**config.mk**
```make
export PLATFORM = sky130hd
export DESIGN_NAME = apb_master_q
export DESIGN_NICKNAME = d
export VERILOG_FILES = /design/src/rtl/apb_master_q.sv
export SDC_FILE = /design/constraint.sdc
export NUM_CORES = 1
export LEC_CHECK = 0
export ABC_AREA = 1
export CORE_UTILIZATION = 58
export CTS_CLUSTER_DIAMETER = 150
export DETAILED_ROUTE_END_ITERATION = 8
export HOLD_SLACK_MARGIN = 0.02
export PLACE_DENSITY = 0.84
export SKIP_CTS_REPAIR_TIMING = 1
export SYNTH_ARGS = -nofsm -noshare
export SYNTH_HDL_FRONTEND = slang
export SYNTH_SLANG_ARGS = --single-unit
```
**constraint.sdc**
```tcl
create_clock -name clk -period 9.8 [get_ports clk]
set_input_delay 1.96 -clock clk [delete_from_list [all_inputs] [get_ports clk]]
set_output_delay 1.96 -clock clk [all_outputs]
set_load 0.02 [all_outputs]
```
**src/rtl/apb_master_q.sv**
```systemverilog
// apb_master_q: queued multi-slave APB4 master (command FIFO, single-entry response slot).
// Define APB_MST_TIMEOUT_EN to abort ACCESS phases that wait longer than TIMEOUT cycles.
module apb_master_q #(
   parameter int unsigned DATA_WD    = 32,
   parameter int unsigned ADDR_WD    = 16,
   parameter int unsigned NSLV       = 4,
   parameter int unsigned FIFO_DEPTH = 4,
   parameter int unsigned TIMEOUT    = 255
) (
   input  logic                   clk,
   input  logic                   rst_n,
   input  logic                   cmd_vld,
   output logic                   cmd_rdy,
   input  logic                   cmd_write,
   input  logic [ADDR_WD-1:0]     cmd_addr,
   input  logic [DATA_WD-1:0]     cmd_wdata,
   input  logic [DATA_WD/8-1:0]   cmd_strb,
   output logic                   rsp_vld,
   input  logic                   rsp_rdy,
   output logic                   rsp_write,
   output logic [DATA_WD-1:0]     rsp_rdata,
   output logic                   rsp_err,
   output logic [NSLV-1:0]        psel,
   output logic                   penable,
   output logic                   pwrite,
   output logic [ADDR_WD-1:0]     paddr,
   output logic [DATA_WD-1:0]     pwdata,
   output logic [DATA_WD/8-1:0]   pstrb,
   input  logic [DATA_WD-1:0]     prdata,
   input  logic                   pready,
   input  logic                   pslverr
);
   localparam int unsigned SEL_WD  = $clog2(NSLV);
   localparam int unsigned STRB_WD = DATA_WD / 8;
   localparam int unsigned PTR_WD  = $clog2(FIFO_DEPTH);
   localparam logic [(1 << SEL_WD)-1:0] SLV_MASK = {(1 << SEL_WD){1'b1}} >> ((1 << SEL_WD) - NSLV);

   // Reject parameter sets the datapath cannot represent.
   if (TIMEOUT < 1 || NSLV < 2 || NSLV > 16 || (DATA_WD % 8) != 0 ||
       FIFO_DEPTH < 2 || (FIFO_DEPTH & (FIFO_DEPTH - 1)) != 0) begin : g_param_err
      $error("apb_master_q: illegal parameter set");
   end

   typedef struct packed {
      logic               write;
      logic [ADDR_WD-1:0] addr;
      logic [DATA_WD-1:0] wdata;
      logic [STRB_WD-1:0] strb;
   } cmd_t;

   typedef enum logic [1:0] {S_IDLE, S_SETUP, S_ACCESS, S_DERR} state_t;

   cmd_t              r_mem [FIFO_DEPTH];
   logic [PTR_WD:0]   r_wr_ptr;
   logic [PTR_WD:0]   r_rd_ptr;
   state_t            r_state;
   logic              r_cmd_write;
   logic              w_empty;
   logic              w_full;
   logic              w_push;
   logic              w_pop;
   cmd_t              w_head;
   logic [SEL_WD-1:0] w_idx;
   logic              w_idx_ok;

`ifdef APB_MST_TIMEOUT_EN
   localparam int unsigned CNT_WD = $clog2(TIMEOUT + 1);
   logic [CNT_WD-1:0] r_to_cnt;
`endif

   assign w_empty  = (r_wr_ptr == r_rd_ptr);
   assign w_full   = (r_wr_ptr[PTR_WD] != r_rd_ptr[PTR_WD]) &&
                     (r_wr_ptr[PTR_WD-1:0] == r_rd_ptr[PTR_WD-1:0]);
   assign cmd_rdy  = !w_full;
   assign w_push   = cmd_vld && !w_full;
   assign w_pop    = (r_state == S_IDLE) && !w_empty && (!rsp_vld || rsp_rdy);
   assign w_head   = r_mem[r_rd_ptr[PTR_WD-1:0]];
   assign w_idx    = w_head.addr[ADDR_WD-1 -: SEL_WD];
   assign w_idx_ok = SLV_MASK[w_idx];

   // Command storage; contents need no reset because the pointers qualify them.
   always_ff @(posedge clk) begin
      if (w_push) begin
         r_mem[r_wr_ptr[PTR_WD-1:0]] <= '{write: cmd_write, addr: cmd_addr,
                                          wdata: cmd_wdata, strb: cmd_strb};
      end
   end

   always_ff @(posedge clk or negedge rst_n) begin
      if (!rst_n) begin
         r_wr_ptr <= '0;
         r_rd_ptr <= '0;
      end else begin
         if (w_push) r_wr_ptr <= r_wr_ptr + (PTR_WD+1)'(1);
         if (w_pop)  r_rd_ptr <= r_rd_ptr + (PTR_WD+1)'(1);
      end
   end

   // Transfer FSM with registered APB and response outputs.
   always_ff @(posedge clk or negedge rst_n) begin
      if (!rst_n) begin
         r_state     <= S_IDLE;
         r_cmd_write <= 1'b0;
         psel        <= '0;
         penable     <= 1'b0;
         pwrite      <= 1'b0;
         paddr       <= '0;
         pwdata      <= '0;
         pstrb       <= '0;
         rsp_vld     <= 1'b0;
         rsp_write   <= 1'b0;
         rsp_rdata   <= '0;
         rsp_err     <= 1'b0;
`ifdef APB_MST_TIMEOUT_EN
         r_to_cnt    <= '0;
`endif
      end else begin
         if (rsp_vld && rsp_rdy) rsp_vld <= 1'b0;
         case (r_state)
            S_IDLE: begin
               if (w_pop) begin
                  r_cmd_write <= w_head.write;
                  if (w_idx_ok) begin
                     pwrite  <= w_head.write;
                     paddr   <= w_head.addr;
                     pwdata  <= w_head.wdata;
                     pstrb   <= w_head.write ? w_head.strb : '0;
                     psel    <= NSLV'(1) << w_idx;
                     r_state <= S_SETUP;
                  end else begin
                     r_state <= S_DERR;
                  end
               end
            end
            S_SETUP: begin
               penable <= 1'b1;
               r_state <= S_ACCESS;
`ifdef APB_MST_TIMEOUT_EN
               r_to_cnt <= '0;
`endif
            end
            S_ACCESS: begin
               if (pready) begin
                  psel      <= '0;
                  penable   <= 1'b0;
                  rsp_vld   <= 1'b1;
                  rsp_write <= r_cmd_write;
                  rsp_err   <= pslverr;
                  rsp_rdata <= (!r_cmd_write && !pslverr) ? prdata : '0;
                  r_state   <= S_IDLE;
               end
`ifdef APB_MST_TIMEOUT_EN
               else if (r_to_cnt == CNT_WD'(TIMEOUT - 1)) begin
                  psel      <= '0;
                  penable   <= 1'b0;
                  rsp_vld   <= 1'b1;
                  rsp_write <= r_cmd_write;
                  rsp_err   <= 1'b1;
                  rsp_rdata <= '0;
                  r_state   <= S_IDLE;
               end else begin
                  r_to_cnt <= r_to_cnt + CNT_WD'(1);
               end
`endif
            end
            S_DERR: begin
               rsp_vld   <= 1'b1;
               rsp_write <= r_cmd_write;
               rsp_err   <= 1'b1;
               rsp_rdata <= '0;
               r_state   <= S_IDLE;
            end
            default: r_state <= S_IDLE;
         endcase
      end
   end
endmodule

```
; ---- Word level (Yosys, flattened, before mapping)
; Memories as Yosys holds them, arrays and structs flattened.
; Cells that the tools add are included.
[op_classes]
n_addsub = 2
multipliers = 0
div = 0
order_cmp = 1
n_eq_ne = 9
shift = 1
n_mux = 25
bitwise_logic = 0
reduce_logical = 22
[ops]
columns = op, count
row1 = two-way mux 32 bit, 2
row2 = one-hot mux 32 bit (2 select lines), 1
row3 = two-way mux 4 bit, 4
row4 = two-way mux 1 bit, 8
row5 = one-hot mux 1 bit (2 select lines), 4
row6 = one-hot mux 2 bit (4 select lines), 1
row7 = one-hot mux 4 bit (2 select lines), 1
row8 = AND reduction 2 bit, 4
row9 = "adder 3 x 1 -> 3 bit, second input constant", 2
row10 = logical AND 1 bit, 6
row11 = two-way mux 2 bit, 3
row12 = "!= test 2 bit, second input constant", 3
row13 = nonzero test 2 bit, 3
row14 = logical NOT 1 bit, 5
row15 = "equality test 2 bit, second input constant", 2
row16 = AND reduction 4 bit, 1
row17 = "left shift 1 x 2 -> 4 bit, first input constant", 1
row18 = equality test 3 bit, 1
row19 = "< comparator 2 x 3 -> 1 bit, second input constant", 1
row20 = AND reduction 3 bit, 1
row21 = binary-select mux 1 bit (select 2 bit), 1
row22 = "equality test 2 x 1 -> 1 bit, second input constant", 1
row23 = equality test 2 bit, 1
row24 = logical NOT 2 bit, 1
row25 = 2 further kinds, 2
[word_totals]
register_bits = 102
latchBits = 0
ram_bits = 212
mem_bits_ro = 0
inputBits = 91
n_memories = 1
[memory_table]
columns = name, depth, width, read_ports, rd_clocked_by_memory_dff, wr, line_no
row1 = r_mem, 4, 53, 1, 0, 1, 53  ; cmd_t r_mem [FIFO_DEPTH];

; ---- Depth between registers and ports, before layout
[depth]
ltp_word = 6
ltp_mapped = 9

; ---- Worst setup path before layout
; No wires, ideal clock.
[synth_path]
kind = input to register
startpoint = input port cmd_vld
endpoint = memory r_mem[0][0] (netlist name), enable pin
setup_time_ns = 0.464
arrival_ns = 4.344
required_time_ns = 9.336
slack_ns = 4.992
path_stages = 2
path_buffers = 0
cell_sequence = nand2_1 nor2_1
[synth_via]
elab_chain_cells = 3
[synth_rtl]
columns = element, line_no
row1 = "start, declared", 12  ; input logic cmd_vld,
row2 = logical AND 1 bit, 75  ; assign w_push = cmd_vld && !w_full;
row3 = two-way mux 1 bit, 83  ; if (w_push) begin
row4 = two-way mux 1 bit (not written as such), 84  ; r_mem[r_wr_ptr[PTR_WD-1:0]] <= '{write: cmd_write, addr: cmd_addr,
row5 = "end, declared", 53
; No other way between the ends.

; ---- Final worst setup path
[layout_path]
startpoint = register r_rd_ptr[0]
endpoint = output port cmd_rdy
[layout_via]
elab_chain_cells = 3
[layout_rtl]
columns = element, line_no
row1 = "start, declared", 55  ; logic [PTR_WD:0] r_rd_ptr;
row2 = "start signal, assigned", 95  ; if (w_pop) r_rd_ptr <= r_rd_ptr + (PTR_WD+1)'(1);
row3 = equality test 2 bit, 73  ; (r_wr_ptr[PTR_WD-1:0] == r_rd_ptr[PTR_WD-1:0]);
row4 = logical AND 1 bit, 72  ; assign w_full = (r_wr_ptr[PTR_WD] != r_rd_ptr[PTR_WD]) &&
row5 = logical NOT 1 bit, 74  ; assign cmd_rdy = !w_full;
row6 = "end, declared", 13  ; output logic cmd_rdy,
; No other way between the ends.

==> impl_metrics.tcl <==
set metrics [dict create \
    setup_viol_count_final 0 \
    slowest_delay_ns 1.09 \
    globalplace.congestion 0.832 \
    cp-start-kind "register" \
    power.density_nw_per_um2 319 \
    worst_ep_arrival_time_ns 3.44 \
    fmaxAchievable_mhz 185 \
    yosysTopAreaCell "edfxtp_1" \
    synth_ff_type "edfxtp_1" \
    peakVddDrop_v 0.000171 \
    pre_cts_slack_ns 4.94 \
    syn_avg_cell_area_um2 11.8 \
    crit_chain "clkinv_2 -> nand2_1 -> nand2_1 -> nand4_1 -> clkdlybuf4s50_1" \
    path_class "register to primary output" \
    vias 8016 \
    grt_max_degree 112 \
    hp-class "register to register" \
    synth_edf_count 212 \
    syn_to_final_growth_pct 24.0 \
    grt_pass1_vias 7789 \
    synthCells 1016 \
    syn_nets 1112 \
    synth_most_common_cell "nand2_1" \
    dpl.hpwl_um 14200 \
    worst_clock_skew_ns 0.0158 \
    clk_pin_slew_ns 0.06 \
    n_fill_cell 1321 \
    synthesis.area_um2 12000 \
    firstDrtPassIters 4 \
    rsz0062_at_grt "false" \
    synth_common_cells "nand2_1 (290), edfxtp_1 (212), dfrtp_1 (101), nor2_1 (101), o21ai_0 (101)" \
    hold_viol 0 \
    drv_slew 0 \
    stdcell_count 1475 \
    numCtsBuffers 29 \
    grt_pass1_wl_um 40300 \
    cp_common_cell "nand2_1" \
    seq_area_frac_synth 0.741 \
    yosysWarnings 0 \
    cp-end-kind "primary output" \
    critical_path_required_ns 7.84 \
    multi_input_area_um2 2730 \
    wl_per_cell_um 17.2 \
    initial_core_util 0.593 \
    worst_pin_slew_ns 1.22 \
    p_leak_nw 5.96 \
    fin_ws_ns 4.40 \
    yosysTopAreaCellShare 0.530 \
    clock_latency_ns 0.54 \
    cp_max_fo 111 \
    final_area_um2 14900 \
    n_antenna_cell 0 \
    status "finished clean" \
    total_power_mw 4.75 \
    clockRootBuffer "clkbuf_16" \
    vias_per_cell 5.43 \
    dp_cells 1422 \
    grt_antenna_before_repair 1 \
    fp.dieH_um 146 \
    port_buffers 184 \
    place_area_um2 14000 \
    drc 0 \
    ant_nets 0 \
    yosys-top-cells-area "edfxtp_1 (53%), dfrtp_1 (21%), nand2_1 (9.1%)" \
    setup-tns-final_ns 0 \
    io_pins 185 \
    ys_types 26 \
    max-slew-margin-rel 0.184 \
    seqCellArea_um2 8900 \
    post-route-util 0.736 \
    cts_tree "yes" \
    crit_path_top_delay_cell "dfrtp_4" \
    synthArstFlopShare 0.323 \
    fin_nets 1279 \
    htree_levels 1 \
    ys_seq_elements 313 \
    min_period_ns 5.40 \
    fp-row-count 52 \
    holdWs_ns 0.474 \
    core_area_um2 20200 \
    drt_iter0_markers 541 \
    layout-drive-gt1-share 0.0515 \
    grt_overflow 0 \
    min_period_over_period 0.551 \
    routed_wl_um 25400 \
    die_x_um 146 \
    die-area_um2 21300 \
    drv_cap 0 \
    cts.sinks 313 \
    cts_buffer_depth 3 \
    grtUsageTotal 0.242 \
]
## flip-flops by register name, indices dropped and copies added (netlist names)
register,flops
paddr,16
penable,1
psel,4
pstrb,4
pwdata,32
pwrite,1
r_mem,212
r_rd_ptr,3
r_state,2
r_wr_ptr,3
rsp_err,1
rsp_rdata,32
rsp_vld,1
rsp_write,1
## logic make-up (layout without fill, tap and decap cells)
| logic type | Yosys count | in the layout | synth area share |
|---|---|---|---|
| DFF | 313 | 313 | 0.741 |
| buffers and inverters | 92 | 281 | 0.0342 |
| xor gates and xnor gates | 3 | 3 | 0.00219 |
| AOI/OAI and AO/OA | 148 | 148 | 0.0665 |
| and+or+nand+nor | 455 | 455 | 0.151 |
| adders and majority gates | 5 | 5 | 0.00521 |
## worst paths after layout
check / startpoint / endpoint / slack [ns] / cells past startpoint
max: r_rd_ptr[0] / cmd_rdy / 4.40 / 5
min: pwdata[0] / pwdata[0] / 0.47 / 2
max reg2reg: r_rd_ptr[0] / paddr[7] / 5.87 / 8
min reg2reg: pwdata[0] / pwdata[0] / 0.47 / 2
max in group asynchronous: rst_n / r_rd_ptr[0] / 7.06 / 2
min in group asynchronous: rst_n / pwdata[18] / 1.36 / 1
## worst max-delay path, delay by kind of cell, from the launching register on
kind / cells / cell delay [ns]
buffers and inverters: 2 / 1.34
DFF: 1 / 1.09
and+or+nand+nor: 3 / 0.46
## cell type report
type / instances / share of cell area
Clock buffer: 40 / 0.0529
Clock inverter: 13 / 0.00672
Multi-Input combinational cell: 611 / 0.183
Tap cell: 270 / 0.0227
Sequential cell: 313 / 0.598
Timing Repair Buffer: 191 / 0.127
Inverter: 37 / 0.00941
## power breakdown
group	internal, mW	total [mW]	switching (mW)
registers	1.80	2.01	0.203
logic	0.607	1.69	1.09
clock network	0.588	1.04	0.456
## routing by layer
metal,vias up,track usage,routed length (um),share of wire
met4,2,0.0542,368,0.015
met1,3857,0.317,10400,0.41
met5,-,0,17,0.00067
li1,3807,-,-,-
met3,36,0.0426,1850,0.073
met2,314,0.424,12700,0.50
## layout by cell type (no fill, tap or decap), drive strengths merged
master,n
nand3,55
nand2,291
nor2,103
nand4,5
xnor2,2
clkinvlp,1
buf,8
edfxtp,212
xor2,1
inv,36
o21ai,101
or2,1
bufinv,1
ha,5
clkdlybuf4s50,183
clkbuf,40
a21oi,1
dfrtp,101
o22ai,46
clkinv,12
(Power assumes the default switching activity.)
